[src/rtl/mhd_error_sequencer.sv]
// mhd_error_sequencer: streams (exact, approximate) word pairs through a
// Hamming-distance check against MHD and accumulates per-run statistics:
// violation count (saturating), worst distance and first violating index.
module mhd_error_sequencer #(
    parameter int WIDTH = 8,
    parameter int MHD   = 3,
    parameter int CNT_W = 16,
    localparam int DW   = $clog2(WIDTH + 1)
) (
    input  logic             clk,
    input  logic             rst,
    input  logic             start,
    input  logic [CNT_W-1:0] num_samples,
    input  logic             in_valid,
    output logic             in_ready,
    input  logic [WIDTH-1:0] in_a,
    input  logic [WIDTH-1:0] in_b,
    output logic             busy,
    output logic             done,
    output logic [CNT_W-1:0] err_count,
    output logic [DW-1:0]    max_dist,
    output logic [CNT_W-1:0] first_err_idx,
    output logic             fail
);

    typedef enum logic [1:0] {IDLE, RUN, DRAIN, DONE} state_t;

    localparam logic [CNT_W-1:0] ALL_ONES = '1;

    state_t           state, state_nx;
    logic [CNT_W-1:0] n_lat, accepted, retired;
    logic             start_ok, xfer, last_xfer, pipe_empty;

    // S1: raw difference; S2: distance and verdict; ret: commit register.
    logic             s1_valid, s2_valid, ret_valid;
    logic [WIDTH-1:0] s1_diff;
    logic [CNT_W-1:0] s1_idx, s2_idx, ret_idx;
    logic [DW-1:0]    s1_pop, s2_dist, ret_dist;
    logic             s2_viol, ret_viol;

    // Population count of the S1 difference word
    always_comb begin
        // NOTE: blocking '=' in combinational logic so the running sum is
        // visible to the next loop iteration within the same evaluation.
        s1_pop = '0;
        for (int i = 0; i < WIDTH; i++) begin
            s1_pop = s1_pop + DW'(s1_diff[i]);
        end
    end

    // Handshake, next-state and status decode
    always_comb begin
        // NOTE: every output of this block gets a default first so no path
        // leaves a signal unassigned, which would infer a latch.
        state_nx   = state;
        start_ok   = start && ((state == IDLE) || (state == DONE));
        in_ready   = (state == RUN) && (accepted < n_lat);
        xfer       = in_valid && in_ready;
        last_xfer  = xfer && ((accepted + CNT_W'(1)) == n_lat);
        pipe_empty = !s1_valid && !s2_valid && !ret_valid;
        unique case (state)
            IDLE, DONE: begin
                if (start_ok) begin
                    state_nx = (num_samples == '0) ? DONE : RUN;
                end
            end
            RUN: begin
                if (last_xfer) begin
                    state_nx = DRAIN;
                end
            end
            DRAIN: begin
                if ((retired == n_lat) && pipe_empty) begin
                    state_nx = DONE;
                end
            end
            default: state_nx = IDLE;
        endcase
        busy = (state == RUN) || (state == DRAIN);
        done = (state == DONE);
        fail = (err_count != '0);
    end

    // State register
    always_ff @(posedge clk or posedge rst) begin
        // NOTE: non-blocking '<=' for all sequential state so every register
        // samples pre-edge values regardless of statement order.
        if (rst) begin
            state <= IDLE;
        end else begin
            state <= state_nx;
        end
    end

    // Pipeline valid bits: the only pipeline flops that need a reset
    always_ff @(posedge clk or posedge rst) begin
        if (rst) begin
            s1_valid  <= 1'b0;
            s2_valid  <= 1'b0;
            ret_valid <= 1'b0;
        end else begin
            s1_valid  <= xfer;
            s2_valid  <= s1_valid;
            ret_valid <= s2_valid;
        end
    end

    // Pipeline data path, qualified by the valid bits above
    always_ff @(posedge clk) begin
        // NOTE: data flops carry no reset; their contents are ignored until
        // the matching valid bit is set, so resetting them buys nothing.
        if (xfer) begin
            s1_diff <= in_a ^ in_b;
            s1_idx  <= accepted;
        end
        s2_dist  <= s1_pop;
        s2_viol  <= (s1_pop > DW'(MHD));
        s2_idx   <= s1_idx;
        ret_dist <= s2_dist;
        ret_viol <= s2_viol;
        ret_idx  <= s2_idx;
    end

    // Run bookkeeping and statistics accumulation
    always_ff @(posedge clk or posedge rst) begin
        if (rst) begin
            n_lat         <= '0;
            accepted      <= '0;
            retired       <= '0;
            err_count     <= '0;
            max_dist      <= '0;
            first_err_idx <= ALL_ONES;
        end else if (start_ok) begin
            n_lat         <= num_samples;
            accepted      <= '0;
            retired       <= '0;
            err_count     <= '0;
            max_dist      <= '0;
            first_err_idx <= ALL_ONES;
        end else begin
            if (xfer) begin
                accepted <= accepted + CNT_W'(1);
            end
            if (ret_valid) begin
                retired <= retired + CNT_W'(1);
                if (ret_viol) begin
                    if (err_count != ALL_ONES) begin
                        err_count <= err_count + CNT_W'(1);
                    end
                    if (first_err_idx == ALL_ONES) begin
                        first_err_idx <= ret_idx;
                    end
                end
                if (ret_dist > max_dist) begin
                    max_dist <= ret_dist;
                end
            end
        end
    end

endmodule

[config.mk]
export PLATFORM = sky130hd
export DESIGN_NAME = mhd_error_sequencer
export DESIGN_NICKNAME = d
export VERILOG_FILES = /design/src/rtl/mhd_error_sequencer.sv
export SDC_FILE = /design/constraint.sdc
export NUM_CORES = 1
export LEC_CHECK = 0
export ABC_AREA = 1
export BUFFER_PORTS_ARGS = -buffer_cell sky130_fd_sc_hd__buf_2
export CORE_MARGIN = 10
export CORE_UTILIZATION = 45
export DETAILED_ROUTE_END_ITERATION = 12
export GPL_TIMING_DRIVEN = 0
export PLACE_DENSITY = 0.62
export SLEW_MARGIN = 20
export SYNTH_ARGS = -nofsm -noshare
export SYNTH_HDL_FRONTEND = slang
export SYNTH_SLANG_ARGS = --single-unit
[constraint.sdc]
create_clock -name clk -period 3.8 [get_ports clk]
set_input_delay 0.19 -clock clk [delete_from_list [all_inputs] [get_ports clk]]
set_output_delay 0.19 -clock clk [all_outputs]
set_load 0.01 [all_outputs]
; ---- Word level (Yosys, flattened, before mapping)
; Cells that the tools add are included.
[op_classes]
n_addsub = 10
order_cmp = 3
eq_ne = 10
n_mux = 20
bitwise = 1
reduce_logical = 26
[ops]
columns = op, count
row1 = 2-to-1 mux 16 bit, 12
row2 = "adder 16 x 1 -> 16 bit, second input constant", 3
row3 = == test 16 bit, 2
row4 = adder 4 x 1 -> 4 bit, 4
row5 = "== test 16 bit, second input constant", 1
row6 = logical NOT 16 bit, 1
row7 = < comparator 16 bit, 1
row8 = "inequality test 16 bit, second input constant", 1
row9 = nonzero test 16 bit, 1
row10 = 2-to-1 mux 4 bit, 3
row11 = nonzero test 2 bit, 6
row12 = AND reduction 3 bit, 3
row13 = 2-to-1 mux 2 bit, 4
row14 = XOR 8 bit, 1
row15 = logical AND 1 bit, 7
row16 = "inequality test 2 bit, second input constant", 3
row17 = one-hot mux 2 bit (3 select lines), 1
row18 = adder 3 x 1 -> 4 bit, 1
row19 = "== test 2 bit, second input constant", 2
row20 = "greater-than comparator 4 x 2 -> 1 bit, second input constant", 1
row21 = greater-than comparator 4 bit, 1
row22 = adder 2 x 1 -> 3 bit, 1
row23 = logical NOT 1 bit, 3
row24 = adder 1 x 1 -> 2 bit, 1
row25 = other kinds (5), 6
[word_totals]
register_bits = 155
inputBits = 36
output_inout_bits = 40

; ---- Depth between registers and ports, before layout
; Gate-level depths: netlist of run 1.
[logic_depth]
depth_word = 8
depth_mapped = 16
ltp_nobuf = 16

; ---- Worst setup path before layout of run 1
; OpenSTA, ideal clock, no wires.
[synth_timing]
kind = flip-flop to flip-flop
start = reg s1_diff[0]
end = reg s2_viol
arrival_ns = 2.874
required_ns = 3.677
setup_slack_ns = 0.803
path_stages_with_launch = 10
path_buffers = 0
synth_period_minus_slack_ns = 2.997
path_cell_list = edfxtp_1 -> fa_1 -> inv_1 -> fa_1 -> fa_1 -> inv_1 -> ha_1 -> fa_1 -> xor2_1 -> or2_2
[synth_via]
elab_chain_cells = 8
[synth_lines]
columns = element, line
row1 = from (decl), 36  ; logic [WIDTH-1:0] s1_diff;
row2 = from (signal assigned), 113  ; s1_diff <= in_a ^ in_b;
row3 = adder 1 x 1 -> 2 bit, 47  ; s1_pop = s1_pop + DW'(s1_diff[i]);
row4 = adder 2 x 1 -> 3 bit, 47
row5 = adder 3 x 1 -> 4 bit, 47
row6 = adder 4 x 1 -> 4 bit (4 in series), 47
row7 = net s1_pop[2], 38  ; logic [DW-1:0] s1_pop, s2_dist, ret_dist;
row8 = greater-than comparator 4 x 2 -> 1 bit, 117  ; s2_viol <= (s1_pop > DW'(MHD));
row9 = to (signal assigned), 117
row10 = to (decl), 39  ; logic s2_viol, ret_viol;
; The timed path passes the listed nets, and every way through them passes these cells.
; A chain may end at the register's enable or synchronous reset.

; ---- Worst setup path after layout of run 1
[layout_timing]
start = reg n_lat[7]
end = reg accepted[11]
[layout_via]
elab_chain_cells = 4
[layout_lines]
columns = element, line
row1 = from (decl), 31  ; logic [CNT_W-1:0] n_lat, accepted, retired;
row2 = from (signal assigned), 134  ; n_lat <= num_samples;
row3 = < comparator 16 bit, 57  ; in_ready = (state == RUN) && (accepted < n_lat);
row4 = logical AND 1 bit, 57
row5 = logical AND 1 bit, 58  ; xfer = in_valid && in_ready;
row6 = net xfer, 32  ; logic start_ok, xfer, last_xfer, pipe_empty;
row7 = nonzero test 2 bit (no line), n/a
row8 = to (signal assigned), 142  ; accepted <= accepted + CNT_W'(1);
row9 = to (decl), 31
; The timed path passes the listed nets, and every way through them passes these cells.

==> results of run 1 <==
==> flip-flops by register name, indices dropped and copies added (netlist names) <==
register       count
s1_diff            8
first_err_idx     16
ret_idx           16
ret_viol           1
s1_idx            16
s1_valid           1
s2_dist            4
s2_valid           1
ret_dist           4
retired           16
max_dist           4
ret_valid          1
accepted          16
err_count         16
n_lat             16
s2_idx            16
state              2
s2_viol            1
==> layout make-up <==
cell class,count,area [um^2]
inverters,110,417.9
plain buffers,13,53.80
multi-input cells,512,2928
repair buffers,77,412.9
flip-flops and latches,155,3809
well taps,216,270.3
clock inverters,9,58.81
clock buffers,23,500.5
fillers,1475,7320
==> per-stage QoR <==
| stage | total power, uW | hold WS, ns | cell area [um^2] | std cells |
|---|---|---|---|---|
| 6_report | 5690 | 0.03709 | 8451 | 1115 |
| 5_1_grt | 6127 | 0.04299 | 8451 | 1115 |
| 4_1_cts | 5755 | 0.02322 | 8451 | 1115 |
| 3_5_place_dp | 4138 | 0.3121 | 7881 | 1082 |
| 3_3_place_gp | 4106 | 0.3116 | 7849 | 1081 |
| 2_1_floorplan | 3537 | 0.3096 | 7203 | 790 |
==> cells by family after synthesis <==
family / count (synthesis) / synth area share (%)
flip-flops: 155 / 52.87
adder cells (fa/ha/maj): 35 / 6.496
XOR/XNOR: 22 / 2.866
AO/OA/AOI/OAI: 121 / 9.311
buffers and inverters: 123 / 6.479
AND/OR/NAND/NOR: 334 / 21.97
==> where the power goes <==
| group | leakage (uW) | internal, uW | switching, uW |
|---|---|---|---|
| Combinational | 0.00191 | 624 | 1110 |
| Sequential | 0.00173 | 2090 | 261 |
| Clock | 0.000283 | 932 | 673 |
==> metal layers <==
metal	wire length, um	track usage, %	vias up
met5	0	0	-
met1	7901	21.21	2633
met3	856	4.574	11
li1	-	-	2834
met4	158	4.404	0
met2	7336	24.00	126
==> placed cells by master, fill, tap and decap left out, types with 15 or more instances in the layout <==
master / synthesis / layout
nand3_1: 57 / 57
dfxtp_1: 42 / 42
dfrtp_1: 73 / 73
inv_1: 105 / 104
clkbuf_16: 0 / 19
nand4_1: 27 / 27
nand2_1: 151 / 151
a21oi_1: 30 / 30
nor2_1: 52 / 52
dfstp_2: 16 / 16
edfxtp_1: 24 / 24
xor2_1: 15 / 15
o21ai_0: 58 / 58
buf_2: 1 / 76
ha_1: 31 / 31
==> timing repair <==
action,in CTS,in global routing
hold endpoints to repair,16,0
hold buffers,1,0
gates resized for setup,0,0
==> worst max-delay path, stage by stage, from the launching register on <==
cell,delay [ns]
dfrtp_1,0.47
inv_1,0.11
ha_1,0.32
nand2_1,0.09
nor2_1,0.05
a21boi_1,0.12
o21ai_0,0.26
nand2_1,0.18
nor2_4,0.73
nand2_1,0.30
clkbuf_1,0.39
o22ai_1,0.26
==> how the worst max path moves through the flow <==
stage | end | slack, ns | start | depth (start not counted)
floorplan | s2_viol | 0.80 | s1_diff[0] | 9
global placement | accepted[15] | 0.06 | rst | 2
global route | accepted[10] | 0.18 | n_lat[7] | 11
finish | accepted[11] | 0.43 | n_lat[7] | 11
CTS | accepted[12] | 0.46 | n_lat[7] | 11
detailed placement | accepted[11] | 0.49 | n_lat[7] | 11
==> metrics, run 1 <==
endpoints failing setup=0; Top Ports=76; vias in the first global route=5465; Final nets=roughly 960; setup ws final=~0.43 ns; final worst-path cycle share=between 80 and 90%; gr usage total=between 10% and 20%; Clock transition at path regs=~0.06 ns; largest net degree at the start of global routing=74; Post-synth EDFFs=24; Hold Crit Class=in -> reg; Async S/R FF share, synth=approximately 57%; Rel. slew slack=a little under two fifths; post-DP HPWL=12080 um; min Tclk post-route=3.367 ns; H-tree levels=4; worst vdd ir=0.4010 mV; ys flop type=dfrtp_1; most common cell in the netlist=nand2_1; fin. max-slew vios=0; MaxCap Viol Count=0; Antenna Nets Post-Route=0; share of layout cells above drive strength 1=17.13%; Hold Vio Cnt, Final=0; Synth Area per Inst=roughly 9.1 um^2; R2R setup slack=around 0.43 ns; top cells by area, synth=dfrtp_1 (25%), dfxtp_1 (12%), edfxtp_1 (10%); Synth Net Count=861; Yosys top cell by area=dfrtp_1; Post-Route WL=roughly 16000 um; Crit Reg-Reg Endpoint=accepted[11]; final design utilization=between 50% and 60%; Fmax=between 0.2 and 0.3 GHz; R2R depth=11; P_leak=around 0.004 uW; # diodes=0; clock sinks=155; Setup crit end kind=flop; pwr dens=673.3 nW/um^2; row count=46; DP Worst Slack=between 0.4 and 0.5 ns; core area=roughly 16000 um^2; Die ar.=approximately 21000 um^2; Distinct cells, synth=49; First-pass DRT Iterations=5; Netlist Area Pre-Place=7203 um^2; P&R area growth vs syn=17.32%; Clock Path Buffers=2; Crit Reg-Reg Startpoint=n_lat[7]; Hold Path Stages=3; commonest cells in the netlist=nand2_1 (151), inv_1 (105), dfrtp_1 (73), o21ai_0 (58), nand3_1 (57); register area share after synthesis=52.87%; 1st-iter DRT viols=448; Crit Path Category=reg -> reg; top-area cell type share of the netlist area=between 20% and 30%; die width=roughly 150 um; CP Max Fanout=30; worst path arrival time=about 3.7 ns; CTS tree=built; Initial Util=45.68%; run status=finished clean; Die Y=about 150 um; DRC Markers=0; wire per inst=approximately 15 um; postcts setup bufs=0; Vias/cell=roughly 5.0; antenna violations before repair=0; Port Buf Inserts=between 70 and 80; yosys warns=0; Worst Tran Pin Value=0.9368 ns; WHS Endpoint=n_lat[15]; TNS Setup=0 ns; Critical Path RT=just over 4 ns; Overflow after GRT=0; Mapped Cells=slightly below 800; startpoint type of the worst setup path=flop; via count=between 5k and 6k; clk_lat worst skew=between 0.4 and 0.5 ns; Worst Hold Launch=num_samples[15]; RSZ-0062 raised after global routing=no; Fin Clk Skew=approximately 0.011 ns; clock buffer count from CTS=17; gpl congestion=just under 0.9; clock root cell=clkbuf_16; first-pass GRT wire length=27400 um; Seq cells post-synth=155
No activity file was read; power rests on OpenSTA's default activity.
==> inputs of run 2 (changes only) <==
--- a/config.mk
+++ b/config.mk
@@ -11,6 +11,7 @@
 export CORE_UTILIZATION = 45
 export DETAILED_ROUTE_END_ITERATION = 12
 export GPL_TIMING_DRIVEN = 0
+export HOLD_SLACK_MARGIN = 0.12
 export PLACE_DENSITY = 0.62
 export SLEW_MARGIN = 20
 export SYNTH_ARGS = -nofsm -noshare
==> constraint.sdc (replaced) <==
create_clock -name clk -period 3.5 [get_ports clk]
set_input_delay 0.175 -clock clk [delete_from_list [all_inputs] [get_ports clk]]
set_output_delay 0.175 -clock clk [all_outputs]
set_load 0.01 [all_outputs]
==> run 2 against run 1 <==
- critical path depth unchanged
- routed wire length increased by 4.3%
- count of clock-buffer cells in the layout unchanged
- largest cell class unchanged
- clock skew is 0.0014 ns lower
- first-iteration DRC count is 2.7% higher
- fmax up 5.3%
- total power is 9.5% higher
- largest power group unchanged
==> metrics, run 2 (same netlist as run 1, synthesis figures left out) <==
run status=finished clean; Hold Crit Class=in -> reg; setup ws final=0.3033 ns (-0.1297 ns); clock sinks=155 (unchanged); Final nets=990 (+3.4%); Vias/cell=5.025 (about the same); CP Buf/Inv Count=2 (unchanged); Worst path top cell family by delay=simple AND/OR/NAND/NOR gates; MaxCap Viol Count=0 (unchanged); worst vdd ir=0.4455 mV (+11%); Critical Path Sink=accepted[8]; Hold Vio Cnt, Final=0 (unchanged); gpl congestion=0.8734 (unchanged); vias in the first global route=5614 (+2.7%); 1st-iter DRT viols=460 (+2.7%); Die ar.=21470 um^2 (unchanged); worst path arrival time=3.53 ns (-0.17 ns); R2R depth=11 (unchanged); CTS tree=built; Filler cells=1445 (-2.0%); crit path from=n_lat[7]; share of layout cells above drive strength 1=16.63% (-0.50 points); Top Ports=76 (unchanged); Setup crit end kind=flop; Post-Route WL=16960 um (+4.3%); DRC Markers=0 (unchanged); CP Max Fanout=15 (-50%); antenna violations before repair=0 (unchanged); quantity of gates resized following cts=0 (unchanged); R2R setup slack=0.30 ns (-0.13 ns); Overflow after GRT=0 (unchanged); DP Worst Slack=0.1862 ns (-0.3000 ns); Clock transition at path regs=0.06 ns (about the same); wire per inst=14.77 um (+1.3%); final design utilization=55.66% (+2.1 points); Worst Tran Pin Value=0.8689 ns (-0.06789 ns); clk_lat worst skew=0.42 ns (about the same); first-pass GRT wire length=28170 um (+2.8%); Crit Reg-Reg Startpoint=n_lat[7]; Crit Reg-Reg Endpoint=accepted[8]; Cell Chain, Critical Path=inv_1 > ha_1 > nand2_1 > nor2_1 > a21boi_1 > o21ai_0 > nand2_1 > nor2_4 > nand2_1 > clkbuf_1 > o22ai_1; gr usage total=16.13% (+0.42 points); RSZ-0062 raised after global routing=no; Initial Util=45.68% (unchanged); core area=15770 um^2 (unchanged); row count=46 (unchanged); CP dominant cell by count=nand2_1; Critical Path RT=3.83 ns (-0.31 ns); fin. max-slew vios=0 (unchanged); Crit Path Category=reg -> reg; pwr dens=710.2 nW/um^2 (+5.5%); commonest non-fill, non-tap cell in the layout=nand2_1; # diodes=0 (unchanged); via count=5769 (+2.9%); final worst-path cycle share=91.33% (+2.7 points); min Tclk post-route=3.197 ns (-0.1703 ns); clock buffer count from CTS=17 (unchanged); endpoints failing setup=0 (unchanged); largest net degree at the start of global routing=74 (unchanged); startpoint type of the worst setup path=flop; crit path max-delay cell type=nor2_4; P_leak=0.004051 uW (+3.4%); post-DP HPWL=12080 um (unchanged); clock root cell=clkbuf_16; Fin Clk Skew=0.009325 ns (-0.001415 ns); postcts setup bufs=0 (unchanged); P&R area growth vs syn=21.85%; Rel. slew slack=42.01% (+4.6 points); Port Buf Inserts=75 (unchanged); most frequent cells in the layout=nand2_1 (151), inv_1 (104), buf_2 (76); Die Y=146.5 um (unchanged); Clock Path Buffers=2 (unchanged); die width=146.5 um (unchanged); H-tree levels=4 (unchanged); Fmax=0.3128 GHz (+5.3%); critical path's largest stage delay=0.55 ns (-0.18 ns); Crit path depth=11 (unchanged); Antenna Nets Post-Route=0 (unchanged); First-pass DRT Iterations=5 (unchanged)
run 2: worst min path at each step:
stage                          start           to  slack, ns  cells after the start
final                          start     state[0]       0.18                      5
after global placement     s2_idx[2]   ret_idx[2]       0.31                      0
after floorplan           s2_dist[0]  ret_dist[0]       0.31                      0
after CTS                      start     state[0]       0.16                      5
after global routing           start     state[0]       0.23                      5
after detailed placement   s2_idx[6]   ret_idx[6]       0.31                      0
run 2: final cells by class:
class | instances | area, um^2 | share of cell area, %
buffer | 13 | 53.80 | 0.6130
sequential | 155 | 3809 | 43.39
tap | 216 | 270.3 | 3.079
clock inverter | 9 | 58.81 | 0.6700
timing repair buffer | 109 | 733.2 | 8.354
clock buffer | 23 | 500.5 | 5.702
multi-input combinational | 513 | 2934 | 33.43
inverter | 110 | 417.9 | 4.761
run 2: report_power, final:
group | total (uW) | internal (uW) | switching, uW
clock network | 1740 | 1010 | 732
registers | 2560 | 2270 | 283
logic | 1930 | 710 | 1220
total | 6230 | 4000 | 2240
run 2: worst register-to-register path, stage by stage, from the launching register on:
cell	delay, ns
dfrtp_1	0.46
inv_1	0.10
ha_1	0.31
nand2_1	0.09
nor2_1	0.05
a21boi_1	0.12
o21ai_0	0.26
nand2_1	0.26
nor2_4	0.55
nand2_1	0.26
clkbuf_1	0.37
o22ai_1	0.26
run 2: repair_timing:
item | CTS | global route
endpoints found under the hold margin | 113 | 0
endpoints found under the setup margin | 0 | 10
hold buffers | 33 | 0
run 2: through the flow:
step	setup TNS (ns)	area (um^2)	instances	hold WS, ns	total power, uW
2_1_floorplan	0	7203	790	0.3096	3840
3_3_place_gp	-15.95	7849	1081	0.3116	4458
3_5_place_dp	0	7881	1082	0.3121	4493
4_1_cts	0	8771	1147	0.1642	6281
5_1_grt	0	8777	1148	0.2313	6707
6_report	0	8777	1148	0.1786	6233
run 2: per-layer routing:
| layer | GRT usage (%) | share of wire [%] | vias to the layer above |
|---|---|---|---|
| met5 | 0 | 0 | - |
| met4 | 4.404 | 1.4 | 0 |
| met3 | 4.697 | 5.9 | 17 |
| met2 | 25.23 | 46 | 141 |
| met1 | 21.34 | 47 | 2710 |
| li1 | - | - | 2901 |
